<file path="src/rtl/data_memory_arbiter.sv">
// data_memory_arbiter: two-port round-robin arbiter in front of a single-port data memory
module data_memory_arbiter #(
  parameter int ADDR_W = 5,
  parameter int DATA_W = 64,
  parameter int CNT_W  = 16
) (
  input  logic              clk,
  input  logic              reset,
  input  logic              req0,
  input  logic              we0,
  input  logic [ADDR_W-1:0] addr0,
  input  logic [DATA_W-1:0] wdata0,
  output logic              done0,
  output logic [DATA_W-1:0] rdata0,
  input  logic              req1,
  input  logic              we1,
  input  logic [ADDR_W-1:0] addr1,
  input  logic [DATA_W-1:0] wdata1,
  output logic              done1,
  output logic [DATA_W-1:0] rdata1,
  output logic [ADDR_W-1:0] mem_address,
  output logic              mem_we,
  output logic [DATA_W-1:0] mem_din,
  input  logic [DATA_W-1:0] mem_dout,
  output logic              busy,
  output logic [CNT_W-1:0]  count0,
  output logic [CNT_W-1:0]  count1
);
  typedef enum logic [1:0] {IDLE, SERVE0, SERVE1} state_t;
  state_t state_q, state_d;
  logic last_q, last_d;
  logic [DATA_W-1:0] rdata0_q, rdata1_q;
  logic [CNT_W-1:0] count0_q, count1_q;
  // state and last-grant register; last grant starts at 1 so port 0 wins the first tie
  always_ff @(posedge clk or posedge reset)
    if (reset) begin
      state_q <= IDLE;
      last_q  <= 1'b1;
    end else begin
      state_q <= state_d;
      last_q  <= last_d;
    end
  // next state: from a service the other port goes first, so continuous requesters alternate
  always_comb begin
    state_d = IDLE;
    if (state_q == SERVE0) state_d = req1 ? SERVE1 : req0 ? SERVE0 : IDLE;
    else if (state_q == SERVE1) state_d = req0 ? SERVE0 : req1 ? SERVE1 : IDLE;
    else state_d = (req0 && req1) ? (last_q ? SERVE0 : SERVE1) : req0 ? SERVE0 : req1 ? SERVE1 : IDLE;
    last_d = (state_d == SERVE0) ? 1'b0 : (state_d == SERVE1) ? 1'b1 : last_q;
  end
  // outputs depend only on state, so an async reset drops mem_we before the next edge
  always_comb begin
    done0       = state_q == SERVE0;
    done1       = state_q == SERVE1;
    busy        = state_q != IDLE;
    mem_address = done0 ? addr0 : done1 ? addr1 : '0;
    mem_din     = done0 ? wdata0 : done1 ? wdata1 : '0;
    mem_we      = done0 ? we0 : done1 ? we1 : 1'b0;
  end
  // per-port read capture and access counting at the edge ending a service
  always_ff @(posedge clk or posedge reset)
    if (reset) begin
      rdata0_q <= '0;
      rdata1_q <= '0;
      count0_q <= '0;
      count1_q <= '0;
    end else begin
      if (state_q == SERVE0) begin
        if (!we0) rdata0_q <= mem_dout;
        count0_q <= count0_q + 1'b1;
      end
      if (state_q == SERVE1) begin
        if (!we1) rdata1_q <= mem_dout;
        count1_q <= count1_q + 1'b1;
      end
    end
  assign rdata0 = rdata0_q;
  assign rdata1 = rdata1_q;
  assign count0 = count0_q;
  assign count1 = count1_q;
endmodule

</file>
<file path="config.mk">
export PLATFORM = sky130hd
export DESIGN_NAME = data_memory_arbiter
export DESIGN_NICKNAME = d
export VERILOG_FILES = /design/src/rtl/data_memory_arbiter.sv
export SDC_FILE = /design/constraint.sdc
export NUM_CORES = 1
export LEC_CHECK = 0
export CORE_AREA = 2 2 172 174
export CTS_BUF_LIST = sky130_fd_sc_hd__clkbuf_8 sky130_fd_sc_hd__clkbuf_16
export DETAILED_ROUTE_END_ITERATION = 10
export DIE_AREA = 0 0 174 176
export PLACE_DENSITY_LB_ADDON = 0.15
export SYNTH_ARGS = -nofsm -noshare
export SYNTH_HDL_FRONTEND = slang
export SYNTH_SLANG_ARGS = --single-unit
</file>
<file path="constraint.sdc">
create_clock -name clk -period 14.5 [get_ports clk]
set_input_delay 2.175 -clock clk [delete_from_list [all_inputs] [get_ports clk]]
set_output_delay 2.175 -clock clk [all_outputs]
set_load 0.05 [all_outputs]
</file>
# Yosys cells after proc, flatten, opt, wreduce, memory -nomap -nowiden
# Cells that the tools add are included.
[totals]
elab_cells = 35
out_inout_bits = 233
inputBits = 208
regBits = 163
[op_classes]
n_bitwise = 2
n_mux = 16
eq_ne = 4
n_reduce_logical = 5
addsub = 2
[op_table]
columns = ["operator", "n"]
rows = [
  ["2-to-1 mux 64 bit", 2],
  ["adder 16 x 1 -> 16 bit (second input constant)", 2],
  ["2-to-1 mux 2 bit", 7],
  ["2-to-1 mux 5 bit", 2],
  ["2-to-1 mux 1 bit", 5],
  ["== test 2 x 1 -> 1 bit (second input constant)", 2],
  ["== test 2 bit (second input constant)", 2],
  ["AND reduction 2 bit", 2],
  ["nonzero test 2 bit", 2],
  ["inverter 1 bit", 2],
  ["logical AND 1 bit", 1],
]

# Longest topological paths before layout
[logic_depth]
word_depth = 8
depth_mapped = 7
depth_no_buf = 7

# Worst setup path before layout
# Ideal clock, no wire load.
[synth_path]
path_kind = "in2out"
from = "input port addr1[0]"
to = "output port mem_address[0]"
required_ns = 12.325
cell_stages = 1
n_path_buf = 0
arrival_time_ns = 2.594
slack_ns = 9.731
path_cell_list = "a22o_1"
[synth_via]
elab_chain_len = 2
[synth_rtl]
columns = ["item", "line", "source"]
rows = [
  ["start, declared", "17", "input logic [ADDR_W-1:0] addr1,"],
  ["2-to-1 mux 5 bit (2 in series)", "56", "mem_address = done0 ? addr0 : done1 ? addr1 : '0;"],
  ["end, declared", "21", "output logic [ADDR_W-1:0] mem_address,"],
]
# No other way between the ends.

# Worst setup path in the final report
[layout_path]
from = "input port we1"
to = "output port mem_we"
[layout_via]
elab_chain_len = 2
[layout_rtl]
columns = ["item", "line", "source"]
rows = [
  ["start, declared", "16", "input logic we1,"],
  ["2-to-1 mux 1 bit (2 in series)", "58", "mem_we = done0 ? we0 : done1 ? we1 : 1'b0;"],
  ["end, declared", "22", "output logic mem_we,"],
]
# No other way between the ends.

==> flow_summary_export.csv <==
group,metric,value,unit
synthesis,ys.flop_type,"dfrtp_1",
timing,hold_viol,0,
drt,drt-initial-drc-count,275,
critical_path,cp_data_required_time,12.32,ns
synthesis,synthesis.area,7270,µm²
drt,viasPerCell,4.41,
critical_path,startpoint_type,"input pin",
critical_path,setup.worst_path.end_class,"primary output",
synthesis,syn_avg_cell_area,14.9,µm²
global_routing,grt_pass1_wl,40800,µm
drt,dr_wl_met2,13800,µm
final_layout,final_cell_mix,"440 x clkdlybuf4s50_1, 162 x dfrtp_1, 70 x a22o_1",
timing,rsz0062_at_grt,"no",
drt,post_drt_wl_per_cell,20.8,µm
clocking,cts_sinks,163,
final_layout,final_common_cell,"clkdlybuf4s50_1",
drt,drt-met1-wl,10200,µm
drt,routed_wl,27400,µm
floorplan,die_h,176,µm
global_routing,grt_pass1_vias,6288,
clocking,root_buffer,"clkbuf_16",
drt,ant_nets,0,
timing,finalClockSkew,0.00887,ns
floorplan,pin_count,441,
clocking,postCtsResizedCells,0,
run_status,status,"finished, final reports clean",
timing,min_period_over_period,41.3,%
drt,dr.pass1.iters,4,
synthesis,synth-xor-area-share,3.62,%
synthesis,ys_async_sr_fraction,100,%
timing,hold_slack,0.481,ns
floorplan,core_area,28500,µm²
timing,fin_crit,5.98,ns
global_routing,grt_use_total,17.8,%
placed_design,port_buffers,440,
critical_path,critPathMostFrequentCell,"clkdlybuf4s50_1",
critical_path,cpMaxStageDelayCell,"clkdlybuf4s50_1",
placed_design,dp_hpwl,20600,µm
timing,fin_tns_setup,0,ns
power,cellPowerDensity,213,nW/µm²
clocking,cts_tree,"yes",
floorplan,fp-row-count,62,
synthesis,synth_edf_count,0,
final_layout,design_area,12500,µm²
drt,met3WireLength,2630,µm
synthesis,synth_fa_ha_area_share,0.516,%
synthesis,synth.area.mux_share,23.1,%
final_layout,fillCellCount,2745,
synthesis,yosys.area_share.simple,4.23,%
power,leakagePower,5.15,nW
drt,top_layer,"met4",
critical_path,cpPeakStageDelay,0.86,ns
clocking,cts_made_buffers,17,
hold_path,min_path_type,"reg -> reg",
placed_design,dpl_cell_area,12000,µm²
timing,relSlewSlack,33.9,%
synthesis,ys_types,32,
global_routing,grt_max_degree,94,
synthesis,yosysWarnings,0,
final_layout,antennaDiodeCount,0,
synthesis,synth_fp_nets,700,
drt,drcViolationCount,0,
synthesis,synth_compound_area_share,8.85,%
critical_path,crit_fanout,2,
global_routing,overflow,0,
clocking,clock_latency,0.42,ns
clocking,cts_htree_levels,4,
final_layout,layout-drive-gt1-share,18.6,%
critical_path,cp_data_arrival_time,3.81,ns
placed_design,gp_congestion,0.808,
floorplan,die_area,30600,µm²
synthesis,synth_top_family_by_area,"multiplexers",
synthesis,ys_seq_area_share,56.1,%
synthesis,yosys_register_bits,163,
final_layout,fin_nets,1132,
floorplan,initial_utilization,25.5,%
drt,num_vias,5810,
timing,worst_pin_slew,0.992,ns
critical_path,crit_type,"in -> out",
floorplan,die_w,174,µm
clocking,clk_path_buf_depth,2,
clocking,clkSlewWorstSetupHoldPaths,0.07,ns
timing,fmax,167,MHz
synthesis,synthCells,489,
clocking,cts_hold_buf,0,
timing,setup_violations,0,
power,max-vdd-ir-drop,0.117,mV
global_routing,antenna_found_initial,0,
clocking,cts_setup_buffers,0,
final_layout,area_growth,72.2,%
job,cap_violations,0,
critical_path,worstPathCellList,"clkdlybuf4s50_1 -> a22o_1 -> clkdlybuf4s50_1",
timing,slew_viol_final,0,
==> cells by family after synthesis <==
logic type                 after synthesis
and+or+nand+nor                         53
AOI/OAI and AO/OA                       75
muxes                                  129
adders and majority gates                3
DFF                                    163
buffers and inverters                   36
xor gates and xnor gates                30
==> layer usage <==
metal	global-route usage (%)	up-vias
met1	19.6	2867
met3	7.71	27
li1	-	2648
met2	30.5	268
met4	6.41	0
met5	0	-
==> registers in the layout, summed over array words and instances (netlist names) <==
signal,flops
rdata1,64
count1,16
last_q,1
count0,16
state_q,2
rdata0,64
==> per-stage QoR <==
step / utilization [%] / cells / setup slack (ns) / total power, W
finish: 43.8 / 1318 / 8.52 / 0.00266
global route: 43.8 / 1318 / 8.46 / 0.00277
CTS: 43.8 / 1318 / 8.50 / 0.00269
detailed placement: 41.9 / 1286 / 8.51 / 0.00225
global placement: 41.9 / 1286 / 8.50 / 0.00224
floorplan: - / 489 / 7.92 / 0.00170
==> final cells by class <==
type	count	area (µm²)	share of cell area, %
timing repair buffer	445	4440	35.5
sequential	163	4080	32.6
multi-input combinational	290	2940	23.5
tap	384	480	3.84
clock buffer	17	425	3.40
clock inverter	15	125	1.00
inverter	4	20.0	0.160
==> synthesized netlist by cell type, types with 3 or more instances <==
cell | count | share of area, %
buf_2 | 15 | 1.0
mux2_2 | 69 | 11
nand3_1 | 8 | 0.55
clkbuf_1 | 3 | 0.15
buf_4 | 6 | 0.62
xnor2_1 | 24 | 2.9
xor2_1 | 6 | 0.72
dfrtp_1 | 162 | 56
ha_1 | 3 | 0.52
buf_8 | 6 | 1.2
a22o_1 | 70 | 8.4
inv_1 | 4 | 0.21
nor2_1 | 3 | 0.15
nand2_1 | 16 | 0.83
and3_1 | 5 | 0.43
mux2_4 | 60 | 12
and4_1 | 4 | 0.48
nand4_1 | 7 | 0.60
==> report_power, final <==
| part | internal, W | leakage, nW | total (W) | switching (W) |
|---|---|---|---|---|
| clock network | 0.000225 | 0.264 | 0.000432 | 0.000208 |
| registers | 0.000619 | 1.97 | 0.000718 | 0.0000987 |
| logic | 0.000564 | 2.92 | 0.00151 | 0.000947 |
| total | 0.00141 | 5.15 | 0.00266 | 0.00125 |
==> worst paths after layout <==
path,start,to,slack [ns],cells after the start
worst max-delay path,we1,mem_we,8.52,3
worst min-delay path,count1[15]$_DFFE_PP0P_,count1[15]$_DFFE_PP0P_,0.48,1
worst max register to register,state_q[1]$_DFF_PP0_,rdata1[35]$_DFFE_PP0P_,10.95,4
worst min register to register,count1[15]$_DFFE_PP0P_,count1[15]$_DFFE_PP0P_,0.48,1
max in group asynchronous,reset,rdata0[11]$_DFFE_PP0P_,10.69,3
min in group asynchronous,reset,state_q[0]$_DFF_PP0_,2.28,2
==> worst max-delay path, delay by kind of cell <==
| family | cells | cell delay (ns) |
|---|---|---|
| buf+inv | 2 | 1.39 |
| compound gates | 1 | 0.23 |
Note: power is estimated with default switching activity, not from simulation.
